### src/rtl/noc_ni_pkg.sv
// Shared types and helpers for the parametrised processor<->NoC network interface.
// TX/RX state encodings, the default tail flit, the flit checksum fold and the
// flits-per-word helper live here so both paths agree on them.
package noc_ni_pkg;

   // Widest flit the checksum helper handles; callers zero-extend and truncate.
   localparam int FLIT_MAX = 64;

   // Tail flit sent when the checksum option is not built in (truncated to FLIT_W).
   localparam logic [FLIT_MAX-1:0] TAIL_FLIT = '1;

   typedef enum logic [1:0] {
      TX_IDLE,
      TX_HEAD,
      TX_DATA,
      TX_TAIL
   } tx_state_t;

   typedef enum logic [1:0] {
      R_HEAD,
      R_DATA,
      R_DROP,
      R_DONE
   } rx_state_t;

   // Number of flits carrying one payload word.
   function automatic int nflits(input int data_w, input int flit_w);
      return data_w / flit_w;
   endfunction

   // Running checksum: fold one more flit into the accumulator.
   function automatic logic [FLIT_MAX-1:0] flit_xor(input logic [FLIT_MAX-1:0] acc,
                                                    input logic [FLIT_MAX-1:0] flit);
      return acc ^ flit;
   endfunction

endpackage

### src/rtl/noc_ni_param_if.sv
// Bundle of the processor-side and NoC-side handshake signals of the NI.
// slave = the network interface itself, master = processor + router side.
interface noc_ni_param_if #(
   parameter int FLIT_W = 8,
   parameter int DATA_W = 32,
   parameter int ADDR_W = 2
);
   // processor -> NI word
   logic              p_tx_valid;
   logic              p_tx_ready;
   logic [ADDR_W-1:0] p_tx_dest;
   logic [DATA_W-1:0] p_tx_data;
   // NI -> router flits
   logic [FLIT_W-1:0] n_tx_flit;
   logic              n_tx_valid;
   logic              n_tx_last;
   logic              n_tx_ready;
   // router -> NI flits
   logic [FLIT_W-1:0] n_rx_flit;
   logic              n_rx_valid;
   logic              n_rx_last;
   logic              n_rx_ready;
   // NI -> processor word
   logic              p_rx_valid;
   logic              p_rx_ready;
   logic [DATA_W-1:0] p_rx_data;
   logic [ADDR_W-1:0] p_rx_src;
   logic              p_rx_err;

   modport slave (
      input  p_tx_valid, p_tx_dest, p_tx_data, n_tx_ready,
             n_rx_flit, n_rx_valid, n_rx_last, p_rx_ready,
      output p_tx_ready, n_tx_flit, n_tx_valid, n_tx_last,
             n_rx_ready, p_rx_valid, p_rx_data, p_rx_src, p_rx_err
   );

   modport master (
      output p_tx_valid, p_tx_dest, p_tx_data, n_tx_ready,
             n_rx_flit, n_rx_valid, n_rx_last, p_rx_ready,
      input  p_tx_ready, n_tx_flit, n_tx_valid, n_tx_last,
             n_rx_ready, p_rx_valid, p_rx_data, p_rx_src, p_rx_err
   );

endinterface

### src/rtl/noc_ni_rx.sv
// Receive path of the NI: depacketises header/data/tail flits into one word,
// zero-filling slots that were suppressed by the sender.
// Optional macro NI_CKSUM_EN: the tail carries the XOR of header and data
// flits and a mismatch raises p_rx_err; otherwise tail content is ignored.
module noc_ni_rx
   import noc_ni_pkg::*;
#(
   parameter int                         FLIT_W  = 8,
   parameter int                         DATA_W  = 32,
   parameter int                         ADDR_W  = 2,
   parameter logic [FLIT_W-ADDR_W-1:0]   HDR_TAG = 6'b101111
) (
   input  logic              clk,
   input  logic              rst,
   input  logic [FLIT_W-1:0] n_rx_flit,
   input  logic              n_rx_valid,
   input  logic              n_rx_last,
   output logic              n_rx_ready,
   output logic              p_rx_valid,
   input  logic              p_rx_ready,
   output logic [DATA_W-1:0] p_rx_data,
   output logic [ADDR_W-1:0] p_rx_src,
   output logic              p_rx_err
);

   localparam int               NFLITS = nflits(DATA_W, FLIT_W);
   localparam int               CNT_W  = $clog2(NFLITS + 1);
   localparam logic [CNT_W-1:0] NF_C   = CNT_W'(NFLITS);

   rx_state_t         rx_state, rx_next;
   logic [ADDR_W-1:0] src_q;
   logic [DATA_W-1:0] buf_q;
   logic              err_q;
   logic [CNT_W-1:0]  cnt_q;
   logic              hdr_ok;
   logic              rx_fire;
`ifdef NI_CKSUM_EN
   logic [FLIT_W-1:0] cks_q;
`endif

   assign hdr_ok  = (n_rx_flit[FLIT_W-1:ADDR_W] == HDR_TAG);
   assign rx_fire = n_rx_valid && n_rx_ready;

   // State register; reset abandons any packet in progress.
   always_ff @(posedge clk or posedge rst) begin
      if (rst) rx_state <= R_HEAD;
      else     rx_state <= rx_next;
   end

   // Next-state decode from the flit sideband and the processor handshake.
   always_comb begin
      rx_next = rx_state;
      case (rx_state)
         R_HEAD: if (n_rx_valid && !n_rx_last) rx_next = hdr_ok ? R_DATA : R_DROP;
         R_DATA: if (n_rx_valid && n_rx_last)  rx_next = R_DONE;
         R_DROP: if (n_rx_valid && n_rx_last)  rx_next = R_HEAD;
         R_DONE: if (p_rx_ready)               rx_next = R_HEAD;
         default: rx_next = R_HEAD;
      endcase
   end

   // Handshake outputs: the NI only stalls the router while a word waits for the processor.
   always_comb begin
      n_rx_ready = (rx_state != R_DONE);
      p_rx_valid = (rx_state == R_DONE);
   end

   // Payload buffer, source, error flag and slot counter.
   always_ff @(posedge clk or posedge rst) begin
      if (rst) begin
         src_q <= '0;
         buf_q <= '0;
         err_q <= 1'b0;
         cnt_q <= '0;
`ifdef NI_CKSUM_EN
         cks_q <= '0;
`endif
      end else if (rx_fire) begin
         case (rx_state)
            R_HEAD: begin
               if (!n_rx_last && hdr_ok) begin
                  src_q <= n_rx_flit[ADDR_W-1:0];
                  buf_q <= '0;
                  err_q <= 1'b0;
                  cnt_q <= '0;
`ifdef NI_CKSUM_EN
                  cks_q <= n_rx_flit;
`endif
               end
            end
            R_DATA: begin
               if (!n_rx_last) begin
                  if (cnt_q < NF_C) begin
                     for (int i = 0; i < NFLITS; i++)
                        if (cnt_q == CNT_W'(i)) buf_q[i*FLIT_W +: FLIT_W] <= n_rx_flit;
                     cnt_q <= cnt_q + CNT_W'(1);
`ifdef NI_CKSUM_EN
                     cks_q <= FLIT_W'(flit_xor(FLIT_MAX'(cks_q), FLIT_MAX'(n_rx_flit)));
`endif
                  end else begin
                     // More data flits than a word holds: keep the first NFLITS.
                     err_q <= 1'b1;
                  end
               end else begin
                  if (cnt_q == '0) err_q <= 1'b1;
`ifdef NI_CKSUM_EN
                  if (n_rx_flit != cks_q) err_q <= 1'b1;
`endif
               end
            end
            default: ;
         endcase
      end
   end

   assign p_rx_data = buf_q;
   assign p_rx_src  = src_q;
   assign p_rx_err  = err_q;

endmodule

### src/rtl/noc_ni_param.sv
// Parametrised processor<->NoC network interface.
// TX: one DATA_W word becomes header, 1..NFLITS data flits (trailing zero
// flits suppressed) and a tail flit flagged by n_tx_last.
// RX: handled by noc_ni_rx.
// Optional macro NI_CKSUM_EN: tail flit carries XOR of header and data flits;
// without it the tail is all-ones.
module noc_ni_param
   import noc_ni_pkg::*;
#(
   parameter int                         FLIT_W  = 8,
   parameter int                         DATA_W  = 32,
   parameter int                         ADDR_W  = 2,
   parameter logic [FLIT_W-ADDR_W-1:0]   HDR_TAG = 6'b101111
) (
   input logic           clk,
   input logic           rst,
   noc_ni_param_if.slave bus
);

   localparam int NFLITS = nflits(DATA_W, FLIT_W);
   localparam int CNT_W  = $clog2(NFLITS + 1);

   tx_state_t         tx_state, tx_next;
   logic [ADDR_W-1:0] dest_q;
   logic [DATA_W-1:0] data_q;
   logic [CNT_W-1:0]  used_q;
   logic [CNT_W-1:0]  idx_q;
   logic [CNT_W-1:0]  used_w;
   logic              idx_last;
   logic              tx_accept;
   logic [FLIT_W-1:0] hdr_flit;
   logic [FLIT_W-1:0] data_flit;
   logic [FLIT_W-1:0] tail_flit;

   assign tx_accept = (tx_state == TX_IDLE) && bus.p_tx_valid;
   assign idx_last  = (idx_q == used_q - CNT_W'(1));
   assign hdr_flit  = {HDR_TAG, dest_q};

   // Flits actually sent: highest nonzero flit index + 1, never fewer than one.
   always_comb begin
      used_w = CNT_W'(1);
      for (int i = 0; i < NFLITS; i++)
         if (bus.p_tx_data[i*FLIT_W +: FLIT_W] != '0) used_w = CNT_W'(i + 1);
   end

   // Select the data flit addressed by idx_q.
   always_comb begin
      data_flit = '0;
      for (int i = 0; i < NFLITS; i++)
         if (idx_q == CNT_W'(i)) data_flit = data_q[i*FLIT_W +: FLIT_W];
   end

`ifdef NI_CKSUM_EN
   // Tail is the XOR of the header and every data flit that goes on the wire.
   always_comb begin
      tail_flit = hdr_flit;
      for (int i = 0; i < NFLITS; i++)
         if (CNT_W'(i) < used_q)
            tail_flit = FLIT_W'(flit_xor(FLIT_MAX'(tail_flit),
                                         FLIT_MAX'(data_q[i*FLIT_W +: FLIT_W])));
   end
`else
   assign tail_flit = FLIT_W'(TAIL_FLIT);
`endif

   // TX state register; reset drops a packet mid-flight without a tail.
   always_ff @(posedge clk or posedge rst) begin
      if (rst) tx_state <= TX_IDLE;
      else     tx_state <= tx_next;
   end

   // TX next state: each flit advances only on its router handshake.
   always_comb begin
      tx_next = tx_state;
      case (tx_state)
         TX_IDLE: if (bus.p_tx_valid)              tx_next = TX_HEAD;
         TX_HEAD: if (bus.n_tx_ready)              tx_next = TX_DATA;
         TX_DATA: if (bus.n_tx_ready && idx_last)  tx_next = TX_TAIL;
         TX_TAIL: if (bus.n_tx_ready)              tx_next = TX_IDLE;
         default: tx_next = TX_IDLE;
      endcase
   end

   // TX outputs decoded purely from state and latched word, so they hold under stall.
   always_comb begin
      bus.p_tx_ready = (tx_state == TX_IDLE);
      bus.n_tx_valid = (tx_state != TX_IDLE);
      bus.n_tx_last  = (tx_state == TX_TAIL);
      case (tx_state)
         TX_HEAD: bus.n_tx_flit = hdr_flit;
         TX_DATA: bus.n_tx_flit = data_flit;
         TX_TAIL: bus.n_tx_flit = tail_flit;
         default: bus.n_tx_flit = '0;
      endcase
   end

   // Latch the word on accept and step the data flit index on each data handshake.
   always_ff @(posedge clk or posedge rst) begin
      if (rst) begin
         dest_q <= '0;
         data_q <= '0;
         used_q <= CNT_W'(1);
         idx_q  <= '0;
      end else begin
         if (tx_accept) begin
            dest_q <= bus.p_tx_dest;
            data_q <= bus.p_tx_data;
            used_q <= used_w;
         end
         if (tx_state == TX_HEAD && bus.n_tx_ready)
            idx_q <= '0;
         else if (tx_state == TX_DATA && bus.n_tx_ready && !idx_last)
            idx_q <= idx_q + CNT_W'(1);
      end
   end

   noc_ni_rx #(
      .FLIT_W (FLIT_W),
      .DATA_W (DATA_W),
      .ADDR_W (ADDR_W),
      .HDR_TAG(HDR_TAG)
   ) u_rx (
      .clk       (clk),
      .rst       (rst),
      .n_rx_flit (bus.n_rx_flit),
      .n_rx_valid(bus.n_rx_valid),
      .n_rx_last (bus.n_rx_last),
      .n_rx_ready(bus.n_rx_ready),
      .p_rx_valid(bus.p_rx_valid),
      .p_rx_ready(bus.p_rx_ready),
      .p_rx_data (bus.p_rx_data),
      .p_rx_src  (bus.p_rx_src),
      .p_rx_err  (bus.p_rx_err)
   );

endmodule

### src/flat_wrapper.sv
// flat-port wrapper written by rule: the top's interface ports become plain ports
module noc_ni_param_flat import noc_ni_pkg::*;
#(
   parameter int                         FLIT_W  = 8,
   parameter int                         DATA_W  = 32,
   parameter int                         ADDR_W  = 2,
   parameter logic [FLIT_W-ADDR_W-1:0]   HDR_TAG = 6'b101111
)
  (clk, rst, bus_p_tx_valid, bus_p_tx_dest, bus_p_tx_data, bus_n_tx_ready, bus_n_rx_flit, bus_n_rx_valid, bus_n_rx_last, bus_p_rx_ready, bus_p_tx_ready, bus_n_tx_flit, bus_n_tx_valid, bus_n_tx_last, bus_n_rx_ready, bus_p_rx_valid, bus_p_rx_data, bus_p_rx_src, bus_p_rx_err);
  noc_ni_param_if #(.FLIT_W(FLIT_W), .DATA_W(DATA_W), .ADDR_W(ADDR_W)) bus_i ();
  input logic clk;
  input logic rst;
  input wire logic [$bits(bus_i.p_tx_valid)-1:0] bus_p_tx_valid;
  input wire logic [$bits(bus_i.p_tx_dest)-1:0] bus_p_tx_dest;
  input wire logic [$bits(bus_i.p_tx_data)-1:0] bus_p_tx_data;
  input wire logic [$bits(bus_i.n_tx_ready)-1:0] bus_n_tx_ready;
  input wire logic [$bits(bus_i.n_rx_flit)-1:0] bus_n_rx_flit;
  input wire logic [$bits(bus_i.n_rx_valid)-1:0] bus_n_rx_valid;
  input wire logic [$bits(bus_i.n_rx_last)-1:0] bus_n_rx_last;
  input wire logic [$bits(bus_i.p_rx_ready)-1:0] bus_p_rx_ready;
  output wire logic [$bits(bus_i.p_tx_ready)-1:0] bus_p_tx_ready;
  output wire logic [$bits(bus_i.n_tx_flit)-1:0] bus_n_tx_flit;
  output wire logic [$bits(bus_i.n_tx_valid)-1:0] bus_n_tx_valid;
  output wire logic [$bits(bus_i.n_tx_last)-1:0] bus_n_tx_last;
  output wire logic [$bits(bus_i.n_rx_ready)-1:0] bus_n_rx_ready;
  output wire logic [$bits(bus_i.p_rx_valid)-1:0] bus_p_rx_valid;
  output wire logic [$bits(bus_i.p_rx_data)-1:0] bus_p_rx_data;
  output wire logic [$bits(bus_i.p_rx_src)-1:0] bus_p_rx_src;
  output wire logic [$bits(bus_i.p_rx_err)-1:0] bus_p_rx_err;
  assign bus_i.p_tx_valid = bus_p_tx_valid;
  assign bus_i.p_tx_dest = bus_p_tx_dest;
  assign bus_i.p_tx_data = bus_p_tx_data;
  assign bus_i.n_tx_ready = bus_n_tx_ready;
  assign bus_i.n_rx_flit = bus_n_rx_flit;
  assign bus_i.n_rx_valid = bus_n_rx_valid;
  assign bus_i.n_rx_last = bus_n_rx_last;
  assign bus_i.p_rx_ready = bus_p_rx_ready;
  assign bus_p_tx_ready = bus_i.p_tx_ready;
  assign bus_n_tx_flit = bus_i.n_tx_flit;
  assign bus_n_tx_valid = bus_i.n_tx_valid;
  assign bus_n_tx_last = bus_i.n_tx_last;
  assign bus_n_rx_ready = bus_i.n_rx_ready;
  assign bus_p_rx_valid = bus_i.p_rx_valid;
  assign bus_p_rx_data = bus_i.p_rx_data;
  assign bus_p_rx_src = bus_i.p_rx_src;
  assign bus_p_rx_err = bus_i.p_rx_err;
  noc_ni_param #(.FLIT_W(FLIT_W), .DATA_W(DATA_W), .ADDR_W(ADDR_W), .HDR_TAG(HDR_TAG)) u_core (.clk(clk), .rst(rst), .bus(bus_i));
endmodule
### config.mk
export PLATFORM = sky130hd
export DESIGN_NAME = noc_ni_param_flat
export DESIGN_NICKNAME = d
export VERILOG_FILES = /design/src/rtl/noc_ni_pkg.sv /design/src/rtl/noc_ni_param_if.sv /design/src/rtl/noc_ni_rx.sv /design/src/rtl/noc_ni_param.sv /design/src/flat_wrapper.sv
export SDC_FILE = /design/constraint.sdc
export NUM_CORES = 1
export LEC_CHECK = 0
export ABC_CLOCK_PERIOD_IN_PS = 1800
export CORE_ASPECT_RATIO = 1.25
export CORE_MARGIN = 1
export CORE_UTILIZATION = 46
export CTS_BUF_LIST = sky130_fd_sc_hd__clkbuf_8 sky130_fd_sc_hd__clkbuf_16
export CTS_CLUSTER_DIAMETER = 200
export DETAILED_ROUTE_END_ITERATION = 10
export GPL_ROUTABILITY_DRIVEN = 0
export PLACE_DENSITY = 0.77
export RECOVER_POWER = 50
export SYNTH_ARGS = -nofsm -noshare
export SYNTH_HDL_FRONTEND = slang
export SYNTH_HIERARCHICAL = 1
export SYNTH_SLANG_ARGS = --single-unit
### constraint.sdc
create_clock -name clk -period 1.8 [get_ports clk]
set_input_delay 0.45 -clock clk [delete_from_list [all_inputs] [get_ports clk]]
set_output_delay 0.45 -clock clk [all_outputs]
set_load 0.01 [all_outputs]
==> flow_metrics.py, run 1 <==
metrics = {
    "clock_network": {
        "clkTransAtPathRegs_ns": 0.07,
        "clock_sinks": 82,
        "hold_buffers": 0,
        "clk_latency_ns": 0.35,
        "cts.path.max_buffers": 2,
        "root_buffer": "clkbuf_16",
        "tritoncts": "done",
        "cts_buffers": 9,
        "htree_num_levels": 3,
    },
    "finish": {
        "nets": 629,
        "antenna_cells": 0,
        "drive_gt1_share_pct": 32.6,
        "postLayoutCellArea_um2": 6430,
        "n_fill_cell": 631,
        "seq_area_um2": 2060,
        "final_cells": 693,
        "syn_to_final_growth_pct": 48.9,
        "multi_input_area_um2": 2360,
    },
    "synthesis": {
        "async_flop_share_pct": 100,
        "ys_warn_count": 6,
        "synth_seq_cells": 82,
        "syn_inst": 410,
        "synth_cell_types": 50,
        "synth_most_common_cell": "dfrtp_1",
        "syn-cell-area_um2": 4320,
        "synthFlopType": "dfrtp_1",
        "synth_edf_count": 0,
        "seq_area_frac_synth_pct": 47.5,
        "syn_area_per_cell_um2": 10.5,
        "synth_area_leader_cell": "dfrtp_1",
        "yosys.area.top_type_share_pct": 46.9,
        "ys_top_cells_by_area": "dfrtp_1 47%, mux2_2 9.9%, o21ai_0 4.6%, ha_1 4.3%, o221ai_1 4.1%",
        "netlist_top_cells_count": "81 x dfrtp_1, 43 x nand2_1, 40 x o21ai_0",
        "synth_nets": 474,
    },
    "power": {
        "pwr-share-comb_pct": 44.7,
        "clockPowerShare_pct": 21.9,
        "total_power_uw": 8310,
        "p_seq_share_pct": 33.4,
        "p_leak_uw": 0.00275,
        "powerDensity_nw_per_um2": 1290,
        "vdd_drop_max_mv": 0.595,
        "swShare_pct": 36.6,
        "p_int_uw": 5270,
        "p_switching_uw": 3050,
    },
    "sta": {
        "setup_viol": 14,
        "finalMaxSlewViolations": 0,
        "holdWs_ns": 0.519,
        "skew_ns": 0.00743,
        "fin_crit_sh_pct": 139,
        "fin_ws_ns": -0.704,
        "fmax_mhz": 399,
        "worst_pin_slew_ns": 1.08,
        "rsz0062_at_grt": "yes",
        "hold_viol_final": 0,
        "finalWorstPathRequiredPeriod_ns": 2.50,
        "maxSlewHeadroom_pct": 27.8,
    },
    "worst_setup_path": {
        "r2r-end": "u_core/tx_state[1]",
        "critPathArrivalTime_ns": 2.05,
        "rr_startpoint": "u_core/tx_state[1]",
        "rr_worst_depth": 8,
        "ff2ff_setup_slack_ns": -0.10,
        "setup.worst_path.end_class": "primary output",
        "cp.required_ns": 1.35,
        "critical_path_class": "reg -> out",
        "cp-start-kind": "flip-flop",
        "critPathMaxFanout": 7,
    },
    "detailed_routing": {
        "dr_total_vias": 4272,
        "ant_nets": 0,
        "wl_mm": 15.1,
        "wire_per_inst_um": 21.7,
        "drtPass1Iterations": 7,
        "drt_iter0_markers": 229,
        "vias_per_cell": 6.16,
        "drc_errors": 0,
    },
    "floorplan": {
        "ios": 97,
        "dieArea_um2": 9780,
        "core_area_um2": 9130,
        "dieHeight_um": 110,
        "rows": 39,
        "die_w_um": 88.7,
        "start_util_pct": 47.3,
    },
    "min_path": {
        "holdPathEnd": "u_core/u_rx/p_rx_src[0]",
        "worstHoldStart": "u_core/u_rx/p_rx_src[0]",
        "hp-class": "reg -> reg",
        "holdPathStages": 1,
    },
    "outcome": {
        "violations": "setup timing",
        "status": "finished with violations",
    },
    "placed_design": {
        "dpl.hpwl_mm": 9.36,
        "port_buffers": 96,
        "dp.cells": 662,
        "place_area_um2": 5860,
    },
    "global_route": {
        "first_global_vias": 4289,
        "antenna_found_initial": 1,
        "grt_usage_pct": 30.3,
        "grt_max_degree": 43,
        "grt_pass1_wl_mm": 21.9,
        "grt_remaining_overflow": 0,
    },
    "job": {
        "maxCapViolCount": 0,
    },
}
==> routing by layer <==
metal  share of wire, %  up-vias  GRT usage [%]  wire, um
met2                 53      256           54.6      7920
met3                8.0       60           5.44      1210
met4                4.6        2           17.1       687
met1                 35     2105           33.2      5240
li1                   -     1849              -         -
met5              0.086        -              0        13
==> power groups by stage <==
| stage | Sequential, uW | Clock, uW | Combinational [uW] |
|---|---|---|---|
| 2_1_floorplan | 2550 | 0 | 1670 |
| 3_3_place_gp | 2680 | 0 | 2780 |
| 3_5_place_dp | 2690 | 0 | 2890 |
| 4_1_cts | 2690 | 1810 | 3270 |
| 5_1_grt | 2800 | 1910 | 3950 |
| 6_report | 2780 | 1820 | 3710 |
==> layout make-up <==
type                       instances  area share [%]
multi-input combinational        289            36.7
sequential                        82            32.0
timing repair buffer             166            23.4
clock buffer                       9            3.50
tap                              123            2.39
inverter                          17            1.15
clock inverter                     7           0.895
==> through the flow <==
step | util (%) | setup TNS (ns) | worst slack (ns)
after floorplan | - | -0.259 | -0.0454
after global placement | 64.3 | -17.18 | -0.519
after detailed placement | 64.3 | -18.98 | -0.581
after CTS | 69.7 | -4.15 | -0.555
after global routing | 70.5 | -7.29 | -0.743
final | 70.5 | -5.23 | -0.704
==> layout by cell type (no fill, tap or decap), types with 3 or more instances in the layout <==
cell type / Yosys / routed
nor4_1: 6 / 6
o211ai_1: 15 / 15
o221ai_1: 20 / 20
nand2_1: 43 / 42
o21a_4: 3 / 3
buf_2: 5 / 10
o22ai_1: 7 / 5
a21oi_1: 13 / 8
and3b_1: 6 / 5
ha_4: 0 / 7
buf_6: 1 / 12
buf_4: 2 / 49
a221o_1: 5 / 5
nand3_1: 28 / 27
mux2i_1: 4 / 4
clkdlybuf4s50_1: 0 / 81
inv_1: 17 / 11
ha_1: 15 / 5
inv_2: 0 / 3
nand3b_1: 3 / 3
nor2_1: 5 / 4
a21oi_2: 0 / 5
o21ai_0: 40 / 33
clkbuf_2: 0 / 3
o21ai_1: 3 / 9
dfrtp_1: 81 / 79
ha_2: 0 / 3
inv_6: 0 / 6
clkbuf_16: 0 / 10
mux2_2: 38 / 37
==> repair_timing <==
| item | CTS | global route |
|---|---|---|
| resized for setup | 94 | 24 |
| setup endpoints to repair | 43 | 44 |
| setup buffers | 10 | 5 |
| gates cloned | 0 | 1 |
| pin swaps | 10 | 12 |
==> flip-flops by register name, summed over array words and instances, names as in the netlist <==
register and cells:
u_core/data_q 32, u_core/dest_q 2, u_core/idx_q 3, u_core/tx_state 2
u_core/u_rx/cnt_q 3, u_core/u_rx/p_rx_data 32, u_core/u_rx/p_rx_err 1, u_core/u_rx/p_rx_src 2
u_core/u_rx/rx_state 2, u_core/used_q 3
==> how the worst max path moves through the flow <==
stage                               start               end  cells after the start
after global routing      u_core/idx_q[1]  bus_n_tx_flit[3]                      8
after floorplan           u_core/idx_q[1]  bus_n_tx_flit[2]                      5
after global placement    u_core/idx_q[0]  bus_n_tx_flit[7]                      5
after CTS                 u_core/idx_q[1]  bus_n_tx_flit[5]                      8
final                     u_core/idx_q[1]  bus_n_tx_flit[3]                      8
after detailed placement  u_core/idx_q[0]  bus_n_tx_flit[7]                      7
==> logic make-up (layout without fill, tap and decap cells) <==
logic type,after synthesis,after routing,synth area share (%)
AO/OA/AOI/OAI,120,120,19.6
XOR/XNOR,4,4,1.16
adder cells (fa/ha/maj),15,15,4.35
buffers and inverters,39,199,3.88
flip-flops,82,82,47.5
multiplexers,42,42,10.8
AND/OR/NAND/NOR,108,108,12.7
==> worst max-delay path, cell delays in order, from the launching register on <==
cell and delay (ns):
dfrtp_2 0.41, inv_4 0.06, ha_4 0.18, buf_6 0.12, buf_8 0.13, a21oi_1 0.20
o21ai_0 0.16, a221o_1 0.31, buf_2 0.14
No activity file was read; power rests on OpenSTA's default activity.
==> run 2: changes to the inputs <==
CTS_CLUSTER_SIZE = 16   (was default)
==> results of run 2 <==
Final layout, timing and power as in run 1 (identical DEF).
